$ cat src/rtl/fifo_wr_arbiter.sv
// fifo_wr_arbiter: round-robin burst arbiter sharing one fifo write port between two producers
// Bursts are capped at BURST words (1 while PFF) and any grant is dropped on FF or a withdrawn request.
module fifo_wr_arbiter #(
  parameter int WIDTH = 8,
  parameter int BURST = 4,
  parameter int CNTW  = 16
) (
  input  logic             clk,
  input  logic             RESET,
  input  logic             REQ0,
  input  logic [WIDTH-1:0] DIN0,
  output logic             ACK0,
  input  logic             REQ1,
  input  logic [WIDTH-1:0] DIN1,
  output logic             ACK1,
  input  logic             FF,
  input  logic             PFF,
  output logic             WE,
  output logic [WIDTH-1:0] DATA_IN,
  output logic [1:0]       GNT,
  output logic [CNTW-1:0]  WCNT0,
  output logic [CNTW-1:0]  WCNT1
);
  localparam int BW = $clog2(BURST + 1);
  typedef enum logic [1:0] {IDLE, SERVE0, SERVE1} state_t;
  state_t          r_state;
  logic            r_rr;
  logic [BW-1:0]   r_bcnt;
  logic [CNTW-1:0] r_wcnt0, r_wcnt1;
  logic            w_s0, w_s1, w_req, w_we, w_end, w_oreq, w_pick1;
  logic [BW-1:0]   w_lim;
  state_t          w_other;
  assign w_s0    = r_state == SERVE0;
  assign w_s1    = r_state == SERVE1;
  assign w_req   = w_s0 ? REQ0 : (w_s1 & REQ1);
  assign w_we    = w_req & ~FF & ~RESET;
  assign w_lim   = PFF ? BW'(1) : BW'(BURST);
  assign w_end   = (w_we & (r_bcnt + BW'(1) >= w_lim)) | ~w_req | FF;
  assign w_oreq  = w_s0 ? REQ1 : REQ0;
  assign w_other = w_s0 ? SERVE1 : SERVE0;
  // r_rr=1 means producer 1 wins a tie
  assign w_pick1 = REQ1 & (~REQ0 | r_rr);
  assign WE      = w_we;
  assign ACK0    = w_we & w_s0;
  assign ACK1    = w_we & w_s1;
  assign DATA_IN = w_we ? (w_s0 ? DIN0 : DIN1) : '0;
  assign GNT     = {w_s1, w_s0};
  assign WCNT0   = r_wcnt0;
  assign WCNT1   = r_wcnt1;
  always_ff @(posedge clk) begin
    if (RESET) begin
      r_state <= IDLE;
      r_rr    <= 1'b0;
      r_bcnt  <= '0;
      r_wcnt0 <= '0;
      r_wcnt1 <= '0;
    end else begin
      if (ACK0 && !(&r_wcnt0)) r_wcnt0 <= r_wcnt0 + CNTW'(1);
      if (ACK1 && !(&r_wcnt1)) r_wcnt1 <= r_wcnt1 + CNTW'(1);
      if (r_state == IDLE) begin
        r_bcnt <= '0;
        if (!FF && (REQ0 || REQ1)) r_state <= w_pick1 ? SERVE1 : SERVE0;
      end else if (w_end) begin
        r_state <= (w_oreq && !FF) ? w_other : IDLE;
        r_rr    <= w_s0;
        r_bcnt  <= '0;
      end else begin
        r_bcnt  <= r_bcnt + BW'(1);
      end
    end
  end
endmodule

$ cat config.mk
export PLATFORM = sky130hd
export DESIGN_NAME = fifo_wr_arbiter
export DESIGN_NICKNAME = d
export VERILOG_FILES = /design/src/rtl/fifo_wr_arbiter.sv
export SDC_FILE = /design/constraint.sdc
export NUM_CORES = 1
export LEC_CHECK = 0
export ABC_CLOCK_PERIOD_IN_PS = 1790
export CORE_AREA = 2 2 71 80
export CTS_BUF_LIST = sky130_fd_sc_hd__clkbuf_8
export DETAILED_ROUTE_END_ITERATION = 7
export DIE_AREA = 0 0 73 82
export GPL_TIMING_DRIVEN = 0
export PLACE_DENSITY_LB_ADDON = 0.15
export SYNTH_ARGS = -nofsm -noshare
export SYNTH_HDL_FRONTEND = slang
export SYNTH_SLANG_ARGS = --single-unit
$ cat constraint.sdc
create_clock -name clk -period 1.79 [get_ports clk]
set_input_delay 0.2685 -clock clk [delete_from_list [all_inputs] [get_ports clk]]
set_output_delay 0.2685 -clock clk [all_outputs]
set_load 0.01 [all_outputs]
# == Word level (Yosys, flattened, before mapping) ==
# Index checks and enable logic that the tools add are counted.
# classes
n_addsub,3
n_lt_le_gt_ge,1
n_eq_ne,3
mux,11
n_bitwise,15
reduce_logical,15
# op_table
operator,count
"16-bit by 1-bit adder with 16-bit output, second input constant",2
16-bit AND reduction,2
8-bit two-way mux,2
2-bit two-way mux,6
1-bit bitwise AND,7
1-bit inverter,5
1-bit logical AND,4
2-bit AND reduction,2
"3-bit by 1-bit adder with 3-bit output, second input constant",1
3-bit greater-or-equal comparator,1
1-bit logical NOT,3
3-bit two-way mux,1
1-bit OR,3
3-bit OR reduction,1
"2-bit by 1-bit equality test with 1-bit output, second input constant",1
"2-bit equality test, second input constant",1
2-bit logical NOT,1
1-bit two-way mux,2
"2-bit by 1-bit != test with 1-bit output, second input constant",1
2-bit nonzero test,1
1-bit logical OR,1
# totals
reg_bits,38
out_inout_bits,45

# == Longest topological paths before layout ==
# Gate-level depths: netlist of run 1.
# depth
depth_word,10
depth_mapped,7
ltp_nobuf,6

# == Worst setup path before layout of run 1 ==
# No wires, ideal clock.
# synth_timing
kind,register to register
start,register r_wcnt1[0] (netlist: WCNT1[0])
end,register r_wcnt1[13] (netlist: WCNT1[13])
setup_ns,0.121
arrival_time_ns,1.779
t_required_ns,1.669
path_slack_ns,-0.109
path_stages_with_launch,7
n_path_buf,1
synth_period_minus_slack_ns,1.899
path_cell_list,dfxtp_1 ha_1 nand3_1 nor4_2 buf_2 nor4_1 mux2_2
# synth_via
elab_chain_len,3
word_cells_on_any_way,4
# synth_rtl
element,line,rtl
start: declaration,29,"logic [CNTW-1:0] r_wcnt0, r_wcnt1;"
start signal: assignment,59,if (ACK1 && !(&r_wcnt1)) r_wcnt1 <= r_wcnt1 + CNTW'(1);
"parallel branches: the longest is 3 deep, another holds 16-bit by 1-bit adder with 16-bit output",n/a,
# Parallel ways; which one is timed is not known.
# A chain may end at the register's enable or synchronous reset.

# == Final worst setup path of run 1 ==
# layout_timing
start,register r_wcnt1[12] (netlist: WCNT1[12])
end,register r_wcnt1[13] (netlist: WCNT1[13])
# Same word-level chain as after synthesis.

==> impl_metrics.env, run 1 <==
export IMPL_critPathCaptureType="register"
export IMPL_synth_edf_count=0
export IMPL_n_antenna_cell=0
export IMPL_first_iter_violations=185
export IMPL_power_density_nw_per_um2=574
export IMPL_setup_viol=0
export IMPL_cts_tree="done"
export IMPL_grt_max_degree=14
export IMPL_cts_path_max_buffers=2
export IMPL_crit_arrival_ps=1960
export IMPL_dp_slack_ps=-913
export IMPL_synth_area_leaders="dfxtp_1 35%, nand2_1 5.8%, a21oi_1 5.5%, mux2_2 4.6%, o31ai_1 3.4%"
export IMPL_fp_row_count=28
export IMPL_htreeDepth=2
export IMPL_fin_crit_ps=1770
export IMPL_worstMarginPinSlew_ps=573
export IMPL_grt_use_met3=0.0564
export IMPL_grt_pass1_wl_um=9990
export IMPL_grt_most_used_layer="met2"
export IMPL_syn_inst=270
export IMPL_crit_required_ps=1980
export IMPL_slew_limit_headroom=0.618
export IMPL_hp_class="input port to register"
export IMPL_crit_end="WCNT1[13]"
export IMPL_finalCritPeriodShare=0.989
export IMPL_first_pass_iters=4
export IMPL_antenna_left=0
export IMPL_area_growth_pct=55.4
export IMPL_vias=2449
export IMPL_path_cells="nand4_1, nor4_4, buf_4, nor4_4, mux2_4"
export IMPL_ys_seq_area_frac=0.347
export IMPL_met1_usage=0.254
export IMPL_core_area_um2=5220
export IMPL_synth_distinct_cells=50
export IMPL_die_w_um=73
export IMPL_holdWs_ps=294
export IMPL_rsz0062_at_grt="true"
export IMPL_yosysTopAreaCell="dfxtp_1"
export IMPL_grt_usage=0.211
export IMPL_clock_fmax_mhz=565
export IMPL_synth_area_um2=2190
export IMPL_leakage_nw=1.31
export IMPL_dpl_hpwl_um=4160
export IMPL_die_y_um=82
export IMPL_clock_sinks=38
export IMPL_cts_root_buf="clkbuf_8"
export IMPL_io_pin_count=67
export IMPL_avgSynthCellArea_um2=8.12
export IMPL_syn_nets=297
export IMPL_cpMostUsedCell="nor4_4"
export IMPL_utilization=0.653
export IMPL_synth_top_area_share=0.347
export IMPL_initial_core_util=0.420
export IMPL_worstRegToRegCells=5
export IMPL_route_detailed_drc=0
export IMPL_crit_type="register to register"
export IMPL_wire_per_inst_um=15.4
export IMPL_reg2reg_from="WCNT1[12]"
export IMPL_max_cap_violations=0
export IMPL_yosys_warnings=0
export IMPL_io_buffers=65
export IMPL_via_per_inst=5.86
export IMPL_cpMaxStageDelayCell="dfxtp_1"
export IMPL_wl_um=6450
export IMPL_ir_drop_v=0.000411
export IMPL_r2r_slack_ps=20
export IMPL_fin_ws_ps=20.1
export IMPL_numCtsBuffers=5
export IMPL_routabilityCongestion=0.818
export IMPL_instances_no_fill=418
export IMPL_hold_start="FF"
export IMPL_synth_ff_type="dfxtp_1"
export IMPL_insertion_delay_ps=300
export IMPL_synth_async_reset_ratio=0
export IMPL_met2_usage=0.361
export IMPL_place_inst=395
export IMPL_antenna_found_initial=0
export IMPL_grt_pass1_vias=2160
export IMPL_status="completed"
export IMPL_path_clk_slew_ps=80
export IMPL_power_w=0.00196
export IMPL_critPathMaxFanout=10
export IMPL_yosys_register_bits=38
export IMPL_hold_violations=0
export IMPL_drive_gt1_frac=0.285
export IMPL_cp_startpoint="WCNT1[12]"
export IMPL_fin_skew_ps=8.38
export IMPL_nets=384
export IMPL_cpPeakStageDelay_ps=450
export IMPL_gr_total_overflow=0
export IMPL_dieArea_um2=5990
export IMPL_start_kind="register"
export IMPL_reg2reg_to="WCNT1[13]"
export IMPL_slew_viol_final=0
[where the power goes]
group          internal (W)  total, W  leakage [nW]  switching, W
logic              0.000108  0.000219         0.924      0.000112
registers          0.000844  0.000857         0.314     0.0000128
clock network      0.000558  0.000879        0.0683      0.000320
total               0.00151   0.00196          1.31      0.000445
[cells in the final DEF (no fill, tap or decap), types with 4 or more instances in the layout]
cell type,instances
buf_4,22
ha_1,4
inv_1,6
nand2_1,29
nor4_4,4
or3_1,4
nand3_1,10
dfxtp_1,26
or4_1,7
a21oi_1,23
nor4_2,4
dfxtp_4,7
and3_1,5
o311ai_0,5
nor2_1,12
mux2_2,7
nor3_1,4
clkbuf_2,12
nand4_1,10
o21ai_0,8
dlygate4sd2_1,4
o31ai_1,9
clkdlybuf4s50_1,48
nor2b_1,9
dfxtp_2,5
clkbuf_8,5
[kinds of logic (layout without fill, tap and decap cells)]
| logic type | count (synthesis) | after routing | share of synthesized area |
|---|---|---|---|
| xor+xnor | 1 | 1 | 0.00400 |
| compound gates | 64 | 64 | 0.196 |
| buf+inv | 22 | 110 | 0.0457 |
| fa+ha+maj | 5 | 5 | 0.0285 |
| simple gates | 130 | 130 | 0.328 |
| flops | 38 | 38 | 0.347 |
| mux | 10 | 10 | 0.0508 |
[what timing repair did]
item / in CTS / in global routing
gates cloned: 0 / 0
hold buffers: 0 / 0
setup buffers: 9 / 9
endpoints found under the setup margin: 44 / 39
pin swaps: 8 / 4
resized for setup: 56 / 60
[how the worst min path moves through the flow]
stage | endpoint | cells after the start
final | WCNT0[0] | 4
after detailed placement | r_bcnt[0] | 1
after CTS | WCNT0[0] | 4
after floorplan | r_bcnt[0] | 1
after global placement | r_bcnt[0] | 1
after global routing | WCNT0[1] | 4
[routing by layer]
layer	part of all wire	up-vias	wire length, µm
met5	0	-	0
met4	0.014	0	88
li1	-	1196	-
met3	0.060	12	384
met2	0.51	80	3290
met1	0.42	1161	2690
[through the flow]
stage	cell area (µm²)	setup TNS [ps]
after CTS	3250	-164
after floorplan	2210	0
final	3410	0
after detailed placement	2940	-22600
after global placement	2940	-22040
after global routing	3410	-155
[cells in the mapped netlist, drive strengths merged (5+ instances only)]
master / n
o311ai: 5
mux2: 9
nand3: 11
dfxtp: 38
o31ai: 10
nand4: 10
or4: 8
ha: 5
nand2: 34
and4: 5
and3: 5
or3: 5
nor2b: 9
nor2: 13
nor4: 11
clkbuf: 8
nor3: 6
o21ai: 8
a21oi: 24
inv: 7
buf: 5
[final cells by class]
type                            instances  area, µm²
Clock buffer                            5       68.8
Sequential cell                        38        793
Inverter                                9       46.3
Buffer                                 10       73.8
Tap cell                               60       75.1
Multi-Input combinational cell        210       1550
Clock inverter                          3       68.8
Fill cell                             456       1810
Timing Repair Buffer                   83        731
[critical path: cells and delay by family (launching register included)]
kind	cells	cell delay, ps
flip-flops	1	450
buffers and inverters	1	230
AND/OR/NAND/NOR	3	710
multiplexers	1	290
[state kept, by name, summed over array words and instances, names as in the netlist]
register and cells:
r_bcnt 3, r_rr 1, WCNT0 16, r_state 2, WCNT1 16
Power figures use the tool's default switching activity.
==> inputs of run 2 (changes only) <==
Settings changed: ABC_CLOCK_PERIOD_IN_PS 1790 to 2200, CORE_AREA 2 2 71 80 to 2 2 65 74, DIE_AREA 0 0 73 82 to 0 0 67 76.
Clock period 1.79 ns to 2.2 ns, I/O delays scaled along.
==> run 2 against run 1 <==
- die area shrank 15%
- register-to-register slack gained 190 ps
- clock power shrank 44%
- largest cell class unchanged
- highest routed layer unchanged
- largest power group is now sequential cells
==> impl_metrics.env, run 2 (same netlist as run 1, synthesis figures left out) <==
export IMPL_nets=371
export IMPL_start_kind="input port"
export IMPL_grt_pass1_wl_um=9340
export IMPL_met1_usage=0.289
export IMPL_path_cells="clkdlybuf4s50_1, nand4bb_1, nand2b_4, clkbuf_4, inv_1, dlygate4sd2_1"
export IMPL_cts_hold_buf=0
export IMPL_via_per_inst=5.96
export IMPL_leakage_nw=1.20
export IMPL_status="completed"
export IMPL_fp_row_count=26
export IMPL_grt_most_used_layer="met2"
export IMPL_clock_fmax_mhz=479
export IMPL_met2_usage=0.371
export IMPL_path_clk_slew_ps=70
export IMPL_n_antenna_cell=0
export IMPL_grt_use_met3=0.0443
export IMPL_io_buffers=65
export IMPL_slew_viol_final=0
export IMPL_cpMaxStageDelayCell="clkdlybuf4s50_1"
export IMPL_vias=2388
export IMPL_grt_max_degree=12
export IMPL_critPathMaxFanout=10
export IMPL_insertion_delay_ps=290
export IMPL_holdWs_ps=367
export IMPL_cts_path_max_buffers=2
export IMPL_rsz0062_at_grt="false"
export IMPL_hold_violations=0
export IMPL_gr_total_overflow=0
export IMPL_antenna_left=0
export IMPL_crit_type="input port to output port"
export IMPL_antenna_found_initial=0
export IMPL_routabilityCongestion=0.837
export IMPL_wire_per_inst_um=14.3
export IMPL_wl_um=5730
export IMPL_crit_required_ps=1870
export IMPL_fin_crit_ps=2090
export IMPL_utilization=0.697
export IMPL_grt_pass1_vias=2063
export IMPL_dpl_hpwl_um=4160
export IMPL_clock_sinks=38
export IMPL_fin_ws_ps=113
export IMPL_drive_gt1_frac=0.122
export IMPL_slew_limit_headroom=0.647
export IMPL_grt_usage=0.229
export IMPL_worstMarginPinSlew_ps=530
export IMPL_io_pin_count=67
export IMPL_finalCritPeriodShare=0.949
export IMPL_htreeDepth=2
export IMPL_initial_core_util=0.495
export IMPL_crit_arrival_ps=1760
export IMPL_cts_tree="done"
export IMPL_numCtsBuffers=5
export IMPL_dp_slack_ps=-625
export IMPL_dieArea_um2=5090
export IMPL_ir_drop_v=0.000472
export IMPL_mostFrequentLayoutCells="52 x clkdlybuf4s50_1, 37 x dfxtp_1, 32 x nand2_1"
export IMPL_hp_class="input port to register"
export IMPL_first_pass_iters=4
export IMPL_core_area_um2=4420
export IMPL_first_iter_violations=116
export IMPL_crit_buf_inv=4
export IMPL_cp_top_family="buffers and inverters"
export IMPL_route_detailed_drc=0
export IMPL_cts_root_buf="clkbuf_8"
export IMPL_cpPeakStageDelay_ps=520
export IMPL_setup_viol=0
export IMPL_power_density_nw_per_um2=438
export IMPL_layout_commonest_cell="clkdlybuf4s50_1"
export IMPL_area_growth_pct=40.6
export IMPL_max_cap_violations=0
export IMPL_critPathCaptureType="output port"
export IMPL_fin_skew_ps=3.20
export IMPL_die_w_um=67
export IMPL_die_y_um=76
==> run 2: changes by cell type in the layout (fill, tap and decap cells not counted), moves of 6 or more <==
cell and change:
buf_4 -18, dfxtp_1 +11, dlygate4sd2_1 +8, clkbuf_2 -11
nor4_1 +6, dfxtp_4 -7
==> run 2: area by class of cell <==
cell class | count | area (µm²)
Sequential cell | 38 | 762
Clock buffer | 6 | 82.6
Buffer | 13 | 75.1
Fill cell | 380 | 1340
Inverter | 9 | 40.0
Multi-Input combinational cell | 210 | 1390
Tap cell | 56 | 70.1
Timing Repair Buffer | 67 | 653
Clock inverter | 2 | 8.76
==> run 2: stage by stage <==
step                      std cells  TNS (ps)  total power [W]  area (µm²)
after CTS                       401         0          0.00136        3050
final                           401         0          0.00135        3080
after global routing            401         0          0.00140        3080
after global placement          391     -7250         0.000861        2910
after floorplan                 270         0         0.000792        2190
after detailed placement        391     -7810         0.000864        2910
==> run 2: worst paths after layout <==
check	end	cells past startpoint	startpoint	slack (ps)
setup / recovery	ACK1	6	REQ1	110
setup reg to reg	WCNT1[15]	4	WCNT1[4]	210
hold / removal	WCNT0[0]	4	FF	370
hold reg to reg	r_bcnt[0]	1	r_bcnt[0]	470
==> run 2: timing repair <==
item / CTS / global route
cloned: 0 / 0
resized for setup: 29 / 6
endpoints found under the setup margin: 12 / 9
pin swaps: 1 / 1
buffers inserted: 2 / 0
==> run 2: where the power goes <==
group / total (W) / switching (W) / internal (W)
Clock: 0.000495 / 0.000246 / 0.000248
Combinational: 0.000156 / 0.0000780 / 0.0000776
Sequential: 0.000702 / 0.00000805 / 0.000694
Total: 0.00135 / 0.000332 / 0.00102
==> run 2: layer usage <==
layer | vias up | part of all wire
met3 | 11 | 0.089
met2 | 108 | 0.46
met5 | - | 0
met4 | 0 | 0.020
met1 | 1089 | 0.43
li1 | 1180 | -
==> run 2: worst min-delay path: cells and delay by family <==
family	cells	cell delay [ps]
AO/OA/AOI/OAI	1	60
buffers and inverters	1	110
AND/OR/NAND/NOR	2	120
